`src/rtl/scara_pkg.sv`:
```
// rtl/scara_pkg.sv - shared command encodings, word layout and FSM states
package scara_pkg;

  localparam int COORD_W_DEFAULT = 14;
  localparam int FIELD_W         = 14;
  localparam int CMD_LSB         = 28;
  localparam int X_LSB           = 14;
  localparam int Y_LSB           = 0;

  typedef enum logic [3:0] {
    CMD_G00 = 4'd0,
    CMD_G01 = 4'd1,
    CMD_G20 = 4'd2,
    CMD_G21 = 4'd3,
    CMD_G90 = 4'd4,
    CMD_G91 = 4'd5,
    CMD_M2  = 4'd6,
    CMD_M6  = 4'd7,
    CMD_M72 = 4'd8
  } cmd_e;

  typedef enum logic [2:0] {
    ST_IDLE,
    ST_FETCH,
    ST_WAIT,
    ST_EXEC,
    ST_MOVE,
    ST_TOOL,
    ST_DONE,
    ST_ERR
  } state_e;

  function automatic logic [3:0] word_cmd(input logic [31:0] w);
    return w[CMD_LSB +: 4];
  endfunction

  function automatic logic [FIELD_W-1:0] word_x(input logic [31:0] w);
    return w[X_LSB +: FIELD_W];
  endfunction

  function automatic logic [FIELD_W-1:0] word_y(input logic [31:0] w);
    return w[Y_LSB +: FIELD_W];
  endfunction

endpackage

```
`src/rtl/target_calc.sv`:
```
// rtl/target_calc.sv - absolute or relative move target, wrapping two's complement
module target_calc
  import scara_pkg::*;
#(
  parameter int COORD_W = COORD_W_DEFAULT
) (
  input  logic [COORD_W-1:0] pos_x,
  input  logic [COORD_W-1:0] pos_y,
  input  logic [FIELD_W-1:0] x,
  input  logic [FIELD_W-1:0] y,
  input  logic               relative,
  output logic [COORD_W-1:0] target_x,
  output logic [COORD_W-1:0] target_y
);

  // Command fields are signed; extend them to the coordinate width.
  logic [COORD_W-1:0] ext_x;
  logic [COORD_W-1:0] ext_y;
  assign ext_x = COORD_W'($signed(x));
  assign ext_y = COORD_W'($signed(y));

  // Relative targets simply wrap modulo 2^COORD_W.
  always_comb begin
    target_x = ext_x;
    target_y = ext_y;
    if (relative) begin
      target_x = pos_x + ext_x;
      target_y = pos_y + ext_y;
    end
  end

endmodule

```
`src/rtl/command_sequencer.sv`:
```
// rtl/command_sequencer.sv - fetches command words and drives move/tool handshakes
module command_sequencer
  import scara_pkg::*;
#(
  parameter int ADDR_W  = 8,
  parameter int COORD_W = COORD_W_DEFAULT
) (
  input  logic               clk,
  input  logic               reset,
  input  logic               start,
  output logic [ADDR_W-1:0]  mem_addr,
  output logic               mem_rd,
  input  logic [31:0]        mem_rdata,
  output logic               move_valid,
  input  logic               move_ready,
  output logic [COORD_W-1:0] move_x,
  output logic [COORD_W-1:0] move_y,
  output logic               move_linear,
  output logic               tool_req,
  input  logic               tool_ack,
  output logic [3:0]         tool_num,
  output logic               pen_up,
  output logic               inches,
  output logic               relative,
  output logic               busy,
  output logic               done,
  output logic               error
);

  state_e             state_q, state_d;
  logic [ADDR_W-1:0]  addr_q, addr_d;
  logic [31:0]        word_q, word_d;
  logic [COORD_W-1:0] mvx_q, mvx_d, mvy_q, mvy_d;
  logic [COORD_W-1:0] posx_q, posx_d, posy_q, posy_d;
  logic               lin_q, lin_d;
  logic [3:0]         tool_num_q, tool_num_d;
  logic               pen_q, pen_d, inch_q, inch_d, rel_q, rel_d;

  cmd_e               cmd;
  logic [FIELD_W-1:0] fld_x, fld_y;
  logic [COORD_W-1:0] tgt_x, tgt_y;
  logic               adv;

  assign cmd   = cmd_e'(word_cmd(word_q));
  assign fld_x = word_x(word_q);
  assign fld_y = word_y(word_q);

  target_calc #(.COORD_W(COORD_W)) u_target (
    .pos_x    (posx_q),
    .pos_y    (posy_q),
    .x        (fld_x),
    .y        (fld_y),
    .relative (rel_q),
    .target_x (tgt_x),
    .target_y (tgt_y)
  );

  // Next-state logic; 'adv' moves to the next word, or errors at the top of memory.
  always_comb begin
    state_d    = state_q;
    addr_d     = addr_q;
    word_d     = word_q;
    mvx_d      = mvx_q;
    mvy_d      = mvy_q;
    lin_d      = lin_q;
    posx_d     = posx_q;
    posy_d     = posy_q;
    tool_num_d = tool_num_q;
    pen_d      = pen_q;
    inch_d     = inch_q;
    rel_d      = rel_q;
    adv        = 1'b0;
    case (state_q)
      ST_IDLE, ST_DONE, ST_ERR: begin
        if (start) begin
          state_d = ST_FETCH;
          addr_d  = '0;
          inch_d  = 1'b1;
          rel_d   = 1'b0;
          pen_d   = 1'b0;
        end
      end
      ST_FETCH: state_d = ST_WAIT;
      ST_WAIT: begin
        word_d  = mem_rdata;
        state_d = ST_EXEC;
      end
      ST_EXEC: begin
        case (cmd)
          CMD_G20: begin inch_d = 1'b1; adv = 1'b1; end
          CMD_G21: begin inch_d = 1'b0; adv = 1'b1; end
          CMD_G90: begin rel_d  = 1'b0; adv = 1'b1; end
          CMD_G91: begin rel_d  = 1'b1; adv = 1'b1; end
          CMD_M72: begin pen_d  = ~pen_q; adv = 1'b1; end
          CMD_G00, CMD_G01: begin
            mvx_d   = tgt_x;
            mvy_d   = tgt_y;
            lin_d   = (cmd == CMD_G01);
            state_d = ST_MOVE;
          end
          CMD_M6: begin
            tool_num_d = fld_x[3:0];
            state_d    = ST_TOOL;
          end
          CMD_M2:  state_d = ST_DONE;
          default: state_d = ST_ERR;
        endcase
      end
      ST_MOVE: begin
        if (move_ready) begin
          posx_d = mvx_q;
          posy_d = mvy_q;
          adv    = 1'b1;
        end
      end
      ST_TOOL: begin
        if (tool_ack) adv = 1'b1;
      end
      default: state_d = ST_IDLE;
    endcase
    if (adv) begin
      if (addr_q == '1) begin
        state_d = ST_ERR;
      end else begin
        addr_d  = addr_q + 1'b1;
        state_d = ST_FETCH;
      end
    end
  end

  // State register; reset forces every output to its idle value at once.
  always_ff @(posedge clk or posedge reset) begin
    if (reset) begin
      state_q    <= ST_IDLE;
      addr_q     <= '0;
      word_q     <= '0;
      mvx_q      <= '0;
      mvy_q      <= '0;
      lin_q      <= 1'b0;
      posx_q     <= '0;
      posy_q     <= '0;
      tool_num_q <= '0;
      pen_q      <= 1'b0;
      inch_q     <= 1'b1;
      rel_q      <= 1'b0;
    end else begin
      state_q    <= state_d;
      addr_q     <= addr_d;
      word_q     <= word_d;
      mvx_q      <= mvx_d;
      mvy_q      <= mvy_d;
      lin_q      <= lin_d;
      posx_q     <= posx_d;
      posy_q     <= posy_d;
      tool_num_q <= tool_num_d;
      pen_q      <= pen_d;
      inch_q     <= inch_d;
      rel_q      <= rel_d;
    end
  end

  assign mem_addr    = addr_q;
  assign mem_rd      = (state_q == ST_FETCH);
  assign move_valid  = (state_q == ST_MOVE);
  assign move_x      = mvx_q;
  assign move_y      = mvy_q;
  assign move_linear = lin_q;
  assign tool_req    = (state_q == ST_TOOL);
  assign tool_num    = tool_num_q;
  assign pen_up      = pen_q;
  assign inches      = inch_q;
  assign relative    = rel_q;
  assign busy        = !(state_q == ST_IDLE || state_q == ST_DONE || state_q == ST_ERR);
  assign done        = (state_q == ST_DONE);
  assign error       = (state_q == ST_ERR);

endmodule

```
`config.mk`:
```
export PLATFORM = sky130hd
export DESIGN_NAME = command_sequencer
export DESIGN_NICKNAME = d
export VERILOG_FILES = /design/src/rtl/scara_pkg.sv /design/src/rtl/target_calc.sv /design/src/rtl/command_sequencer.sv
export SDC_FILE = /design/constraint.sdc
export NUM_CORES = 1
export LEC_CHECK = 0
export CAP_MARGIN = 5
export CORE_MARGIN = 2
export CORE_UTILIZATION = 25
export DETAILED_ROUTE_END_ITERATION = 7
export DONT_BUFFER_PORTS = 1
export PLACE_DENSITY_LB_ADDON = 0.1
export SYNTH_ARGS = -nofsm -noshare
export SYNTH_HDL_FRONTEND = slang
export SYNTH_HIERARCHICAL = 1
export SYNTH_SLANG_ARGS = --single-unit
```
`constraint.sdc`:
```
create_clock -name clk -period 3.6 [get_ports clk]
set_input_delay 0.36 -clock clk [delete_from_list [all_inputs] [get_ports clk]]
set_output_delay 0.36 -clock clk [all_outputs]
set_load 0.02 [all_outputs]
```
==> reports/summary.log, run 1 <==
qor: logic_synthesis.syn_area 6007 µm²
qor: worst_hold_path.worstHoldEndpoint state_q[2]
qor: route.drt_iter0_drc 170
qor: logic_synthesis.yosysTopAreaCell dfrtp_1
qor: setup_path.setup.reg_to_reg.worst_slack 0.89 ns
qor: timing.report.final.hold_viol_count 0
qor: timing.setup-tns-final 0 ns
qor: clock_network.cts_resized 0
qor: power_and_ir_drop.pwr-share-clk 0.154
qor: timing.worst_slew_margin_rel 0.3036
qor: timing.period_share 0.7518
qor: timing.report.final.setup_viol 0
qor: floorplan.initial_utilization 0.2552
qor: route.vias 3816
qor: route.number_of_design_rule_violations_left_after_detail_routing 0
qor: floorplan.num_io_pins 87
qor: global_routing.grt.met1_usage 0.1451
qor: global_routing.grt_pass1_vias 4067
qor: floorplan.dieArea 25280 µm²
qor: setup_path.data_required_critical_path 3.84 ns
qor: floorplan.die_height 159.0 µm
qor: global_routing.antenna_found_initial 1
qor: timing.worst_clock_skew 0.01498 ns
qor: clock_network.post-cts-setup-buffer-count 0
qor: timing.fmax 0.3695 GHz
qor: global_routing.grt_most_used_layer met2
qor: floorplan.num_rows 56
qor: clock_network.cts_max_path_buffers 2
qor: timing.rsz0062_at_grt false
qor: power_and_ir_drop.sw_ratio 0.4230
qor: worst_hold_path.holdPathStages 1
qor: logic_synthesis.count_of_unique_library_cells_instantiated_by_yosys 61
qor: worst_hold_path.hold_path.class in2reg
qor: clock_network.clock_sink_count 107
qor: power_and_ir_drop.p_per_area 1006 nW/µm²
qor: logic_synthesis.netlist_top_cells_area dfrtp_1 (44%), mux2_2 (19%), ha_1 (5.6%), mux2_4 (2.7%), xnor2_1 (2.2%)
qor: logic_synthesis.number_of_enable_flip_flop_cells_after_synthesis 0
qor: finish.synthToLayoutAreaGrowth 10.56%
qor: route.finalWirelength 14.52 mm
qor: clock_network.cts_made_buffers 9
qor: finish.n_fill_cell 2493
qor: finish.drive_above_1_share 0.3068
qor: place.post-dp-hpwl 10.06 mm
qor: logic_synthesis.ys_seq_elements 107
qor: clock_network.clock_tree.htree_level_count 3
qor: setup_path.r2r_start word_q[14]
qor: clock_network.clkLatencyLatePin 0.36 ns
qor: power_and_ir_drop.p_switching 2.826 mW
qor: logic_synthesis.syn_inst_count 501
qor: global_routing.grt_overflow_total 0
qor: setup_path.crit-reg2reg-capture move_x[12]
qor: logic_synthesis.avgSynthCellArea 11.99 µm²
qor: power_and_ir_drop.cell_internal_pwr 3.855 mW
qor: setup_path.reg2reg_depth 9
qor: job.max-cap-violations 0
qor: route.ant_nets 0
qor: power_and_ir_drop.p_leak 2.926 nW
qor: power_and_ir_drop.comb_power_share 0.460
qor: logic_synthesis.yosys.area.top_type_share 0.4416
qor: clock_network.tritoncts_clock_tree built
qor: clock_network.clk_transition_reported_paths 0.08 ns
qor: global_routing.grt_start_max_net_pins 95
qor: clock_network.clock-root-buffer clkbuf_16
qor: logic_synthesis.synth_nets 567
qor: route.drt-pass1-iter-count 4
qor: floorplan.fp.dieW 159.0 µm
qor: finish.layoutNonFillerInstCount 821
qor: place.post-place-cells 804
qor: global_routing.groute.layer.met3.usage 0.03777
qor: timing.final_period_minus_worst_setup_slack 2.706 ns
qor: setup_path.critical_path_peak_fanout 4
qor: setup_path.timing.critical_path.to_type flip-flop
qor: logic_synthesis.synth_flop_cell dfrtp_1
qor: timing.worst_slew_pin_slew 1.045 ns
qor: global_routing.grt_use_total 0.1183
qor: logic_synthesis.asyncSetResetFlopFracSynth 1.000
qor: power_and_ir_drop.design_power_total 6.681 mW
qor: power_and_ir_drop.seq_power_share 0.386
qor: route.routed_length_per_instance 17.68 µm
qor: timing.drv_slew 0
qor: setup_path.cp-start-kind flip-flop
qor: setup_path.worst-endpoint-arrival 2.95 ns
qor: worst_hold_path.hold_path_startpoint start
qor: outcome.run_status finished, final reports clean
qor: place.gp_routability_congestion 0.7870
qor: global_routing.grt_first_pass_wirelength 23.38 mm
qor: finish.nets 563
qor: route.viasPerCell 4.648
qor: setup_path.timing.setup.critical_path_class reg2reg
qor: global_routing.gr-usage-met2 0.2012
qor: logic_synthesis.synth_sequential_area_ratio 0.4459
qor: finish.antenna-diode-count 0
qor: floorplan.core_region_area 23540 µm²
qor: place.placement.io_buffers 0
qor: logic_synthesis.synth.yosys.warnings 6
qor: power_and_ir_drop.ir_drop 0.4118 mV
[flip-flops by register name (all words and copies together) (netlist names)]
| name | count |
|---|---|
| pen_up | 1 |
| posy_q | 14 |
| posx_q | 14 |
| state_q | 3 |
| tool_num | 4 |
| move_y | 14 |
| move_x | 14 |
| mem_addr | 8 |
| relative | 1 |
| inches | 1 |
| move_linear | 1 |
| word_q | 32 |
[synthesized netlist by cell type, types with 5 or more instances]
| cell type | number |
|---|---|
| nor3_1 | 10 |
| a21o_1 | 15 |
| mux2_2 | 100 |
| inv_1 | 7 |
| o21a_1 | 7 |
| mux2_4 | 11 |
| nor2_1 | 25 |
| nand2_1 | 29 |
| xnor2_1 | 15 |
| o211ai_1 | 5 |
| nand4_1 | 6 |
| o21ai_0 | 10 |
| ha_1 | 27 |
| dfrtp_1 | 106 |
| o21ai_1 | 6 |
| mux2i_1 | 8 |
| nand3_1 | 7 |
| buf_6 | 6 |
| a21oi_1 | 16 |
| buf_2 | 12 |
| xor2_1 | 5 |
| a211oi_1 | 7 |
[cells by family after synthesis]
logic type | Yosys count | synth area share
and+or+nand+nor | 102 | 0.08727
adders and majority gates | 30 | 0.06457
xor gates and xnor gates | 20 | 0.02916
buffers and inverters | 30 | 0.02916
muxes | 119 | 0.2283
DFF | 107 | 0.4459
AOI/OAI and AO/OA | 93 | 0.1156
[placed cells by master, fill, tap and decap left out, types with 2 or more instances in the layout]
cell,n
or3_1,3
a21oi_1,16
xor2_1,5
clkbuf_16,9
dfrtp_1,106
buf_4,5
clkinv_2,2
clkinv_4,2
a21oi_2,2
nor2b_1,3
a21oi_4,2
fa_1,2
nor3_1,10
mux2_4,11
nor3b_1,3
a41oi_1,2
nand3_1,7
nand4_1,6
and3_1,3
a21o_1,15
o41ai_2,2
a211oi_1,7
nor2_1,25
ha_1,27
o21ai_2,3
o211ai_1,5
o21bai_1,3
and2_1,2
inv_6,2
nand2_1,29
o21a_1,7
inv_4,2
o21ai_1,6
mux2i_1,8
mux2_2,100
inv_1,6
xnor2_1,15
o21ai_0,10
[metrics by stage]
stage / hold WS, ns / util / setup WS, ns / instance area [µm²]
after floorplan: 0.4623 / - / 0.4244 / 6007
after detailed placement: 0.1712 / 0.2689 / 0.9117 / 6331
after global placement: 0.1727 / 0.2689 / 0.9559 / 6331
final: 0.09148 / 0.2821 / 0.8936 / 6641
after global routing: 0.07168 / 0.2821 / 0.7566 / 6641
after CTS: 0.06841 / 0.2821 / 0.8937 / 6641
[power by group through the flow]
stage	clock network (mW)	logic (mW)	registers, mW
floorplan	0	2.71	2.33
global placement	0	3.08	2.62
detailed placement	0	3.08	2.63
CTS	1.09	3.11	2.61
global route	1.14	3.40	2.70
finish	1.03	3.07	2.58
[what timing repair did]
item,4_1_cts,5_1_grt
hold buffers,1,0
endpoints found under the hold margin,13,0
endpoints found under the setup margin,0,0
[area by class of cell]
class	count	area (µm²)	share of cell area
Multi-Input combinational cell	364	3161	0.4759
Sequential cell	107	2679	0.4034
Clock inverter	7	75.07	0.01130
Inverter	8	35.03	0.005275
Timing Repair Buffer	7	67.56	0.01017
Clock buffer	9	225.2	0.03391
Tap cell	319	399.1	0.06010
[worst max-delay path, stage by stage, from the launching register on]
cell and delay [ns]:
dfrtp_1 0.41, ha_1 0.23, fa_1 0.45, a211oi_2 0.33
o21ai_0 0.15, a21oi_1 0.26, o21ai_1 0.12, xnor2_1 0.13
mux2_2 0.26, mux2_2 0.25
[metal layers]
layer,part of all wire,wire length (µm)
met1,0.46,6642
met2,0.49,7063
met3,0.046,661
met4,0.0099,144
met5,0.00048,7
[worst max-delay path by stage]
stage               cells after the start  startpoint     endpoint  slack (ns)
detailed placement                      9  word_q[14]   move_x[12]        0.91
CTS                                     9  word_q[14]   move_x[12]        0.89
global placement                        9  word_q[14]   move_x[12]        0.96
finish                                  9  word_q[14]   move_x[12]        0.89
global route                            9  word_q[14]   move_x[12]        0.76
floorplan                               1       reset  mem_addr[0]        0.42
Note: power is estimated with default switching activity, not from simulation.
==> run 2, diff against run 1 <==
==> constraint.sdc (replaced) <==
create_clock -name clk -period 2.3 [get_ports clk]
set_input_delay 0.23 -clock clk [delete_from_list [all_inputs] [get_ports clk]]
set_output_delay 0.23 -clock clk [all_outputs]
set_load 0.02 [all_outputs]
==> run 2 against run 1 <==
The run now ends with negative setup slack left; clock skew up 0.0014 ns; power rose by 71%; non-clock buffer count grew 43; sequential share of layout area shrank 3.2 points; worst hold slack worse by 0.068 ns; largest cell class unchanged; register-to-register slack lost 1.0 ns; maximum frequency up 13%; first-iteration DRC count down 28%; clock power rose by 57%.
==> reports/summary.log, run 2 (same netlist as run 1, synthesis figures left out) <==
qor: route.routed_length_per_instance 16.81 µm [-4.9%]
qor: timing.fmax 0.4157 GHz [+13%]
qor: finish.max_ffs_per_register 32 [unchanged]
qor: finish.n_fill_cell 2438 [-2.2%]
qor: setup_path.critical-path-max-stage-delay 0.42 ns [-0.03 ns]
qor: setup_path.cell_chain_critical_path ha_4, fa_2, a211oi_4, o211ai_1, a21o_1, a21oi_2, xnor2_1, mux2_2, mux2_2
qor: finish.antenna-diode-count 0 [unchanged]
qor: clock_network.clock_sink_count 107 [unchanged]
qor: clock_network.tritoncts_clock_tree built
qor: finish.area_taken_by_multi_input_logic_gates 3346 µm² [+5.9%]
qor: timing.report.final.setup_viol 7 [+7]
qor: place.placement.io_buffers 0 [unchanged]
qor: finish.largest_register word_q
qor: timing.rsz0062_at_grt true
qor: outcome.failing_checks negative setup slack
qor: route.vias 3990 [+4.6%]
qor: floorplan.core_region_area 23540 µm² [unchanged]
qor: setup_path.worst-endpoint-arrival 2.65 ns [-0.30 ns]
qor: floorplan.initial_utilization 0.2552 [unchanged]
qor: power_and_ir_drop.p_leak 3.169 nW [+8.3%]
qor: timing.period_share 1.046 [+0.2941]
qor: timing.timing.final.ws_setup -0.1055 ns [-0.9991 ns]
qor: setup_path.critical_path_peak_fanout 3 [-1]
qor: timing.worst_slew_margin_rel 0.5375 [+0.2339]
qor: finish.most-common-layout-cells dfrtp_1 (105), mux2_2 (94), buf_4 (35), nand2_1 (29), nor2_1 (22)
qor: clock_network.cts_made_buffers 9 [unchanged]
qor: job.max-cap-violations 0 [unchanged]
qor: floorplan.fp.dieW 159.0 µm [unchanged]
qor: global_routing.grt_start_max_net_pins 108 [+14%]
qor: finish.mostFrequentLayoutCell dfrtp_1
qor: route.ant_nets 0 [unchanged]
qor: timing.worst_slew_pin_slew 0.6923 ns [-0.3523 ns]
qor: place.post-dp-hpwl 10.17 mm [+1.1%]
qor: finish.register_area 2680 µm² [about the same]
qor: outcome.run_status finished, violations left
qor: global_routing.grt_use_total 0.1195 [+0.001185]
qor: power_and_ir_drop.ir_drop 0.4511 mV [+9.5%]
qor: place.gp_routability_congestion 0.7520 [-4.4%]
qor: clock_network.clk_transition_reported_paths 0.08 ns [about the same]
qor: finish.drive_above_1_share 0.3890 [+0.08222]
qor: finish.fin_area 7218 µm² [+8.7%]
qor: finish.synthToLayoutAreaGrowth 20.16%
qor: route.drt_iter0_drc 123 [-28%]
qor: timing.drv_slew 0 [unchanged]
qor: floorplan.dieArea 25280 µm² [unchanged]
qor: setup_path.setup.reg_to_reg.worst_slack -0.11 ns [-1.00 ns]
qor: global_routing.grt_first_pass_wirelength 23.99 mm [+2.6%]
qor: power_and_ir_drop.design_power_total 11.40 mW [+71%]
qor: clock_network.clock-root-buffer clkbuf_16
qor: route.viasPerCell 4.618 [-0.64%]
qor: setup_path.data_required_critical_path 2.55 ns [-1.29 ns]
qor: global_routing.antenna_found_initial 0 [-1]
qor: global_routing.grt_pass1_vias 4241 [+4.3%]
qor: worst_hold_path.hold_path.class in2reg
qor: floorplan.num_rows 56 [unchanged]
qor: timing.worst_clock_skew 0.01639 ns [+0.001409 ns]
qor: setup_path.cpMostUsedCell mux2_2
qor: finish.nets 606 [+7.6%]
qor: setup_path.timing.critical_path.to_type flip-flop
qor: power_and_ir_drop.p_per_area 1579 nW/µm² [+57%]
qor: setup_path.cp-start-kind flip-flop
qor: floorplan.die_height 159.0 µm [unchanged]
qor: route.finalWirelength 14.53 mm [about the same]
qor: timing.final_period_minus_worst_setup_slack 2.405 ns [-0.3009 ns]
qor: timing.report.final.hold_viol_count 0 [unchanged]
qor: floorplan.num_io_pins 87 [unchanged]
qor: route.number_of_design_rule_violations_left_after_detail_routing 0 [unchanged]
qor: setup_path.timing.setup.critical_path_class reg2reg
qor: route.drt-pass1-iter-count 4 [unchanged]
qor: clock_network.clkLatencyLatePin 0.36 ns [about the same]
qor: place.placed_cell_area 6611 µm² [+4.4%]
qor: global_routing.grt_overflow_total 0 [unchanged]
qor: place.pre_cts_ws -0.1418 ns [-1.053 ns]
qor: clock_network.clock_tree.htree_level_count 3 [unchanged]
qor: clock_network.cts_max_path_buffers 2 [unchanged]
qor: setup_path.crit_slowest_cell dfrtp_1
-- run 2: cell types whose count changed in the layout (fill, tap and decap cells not counted), sizes merged --
cell         before  now
buf               6   40
dlygate4sd3       1   10
clkinv            4    1
clkbuf            9   11
clkinvlp          0    2
inv              10    9
-- run 2: final cells by class --
cell class	count	area share
clock buffer	11	0.03363
inverter	8	0.005027
tap	319	0.05530
multi-input combinational	364	0.4635
clock inverter	5	0.008320
sequential	107	0.3713
timing repair buffer	50	0.06292
-- run 2: metrics by stage --
step                      setup TNS (ns)  hold WS [ns]  cells  utilization
after floorplan                -0.003309        0.3323    501            -
after global placement           -0.4675        0.3353    832       0.2808
after detailed placement         -0.6233        0.3401    832       0.2808
after CTS                        -0.6767     0.0006823    859       0.2995
after global routing              -1.438      0.002230    864       0.3066
final                            -0.5255       0.02359    864       0.3066
-- run 2: critical path: cells and delay by family (launching register included) --
family                   cells  cell delay [ns]
flip-flops                   1             0.42
multiplexers                 2             0.51
XOR/XNOR                     1             0.07
AO/OA/AOI/OAI                4             0.76
adder cells (fa/ha/maj)      2             0.54
-- run 2: report_power, final --
part | internal [mW] | switching [mW] | total [mW]
combinational | 3.10 | 2.72 | 5.82
clock | 0.882 | 0.737 | 1.62
sequential | 2.72 | 1.24 | 3.96
total | 6.70 | 4.70 | 11.4
-- run 2: path summary, 6_finish.rpt --
check / start / endpoint / depth (start not counted)
worst max-delay path: word_q[14] / move_x[10] / 9
worst min-delay path: mem_rdata[0] / word_q[0] / 1
worst max register to register: word_q[14] / move_x[10] / 9
worst min register to register: posy_q[10] / posy_q[10] / 1
max in group asynchronous: reset / posy_q[1] / 3
min in group asynchronous: reset / tool_num[1] / 3
-- run 2: routing by layer --
layer	GRT usage	share of wire	vias up
li1	-	-	1914
met1	0.1489	0.46	1988
met2	0.2036	0.48	71
met3	0.03360	0.044	17
met4	0.03140	0.013	0
met5	0	0	-
-- run 2: timing repair --
action,4_1_cts,5_1_grt
gates resized for setup,6,26
setup buffers,3,3
pin swaps,13,10
hold buffers,8,2
endpoints found under the setup margin,9,16
endpoints found under the hold margin,114,2
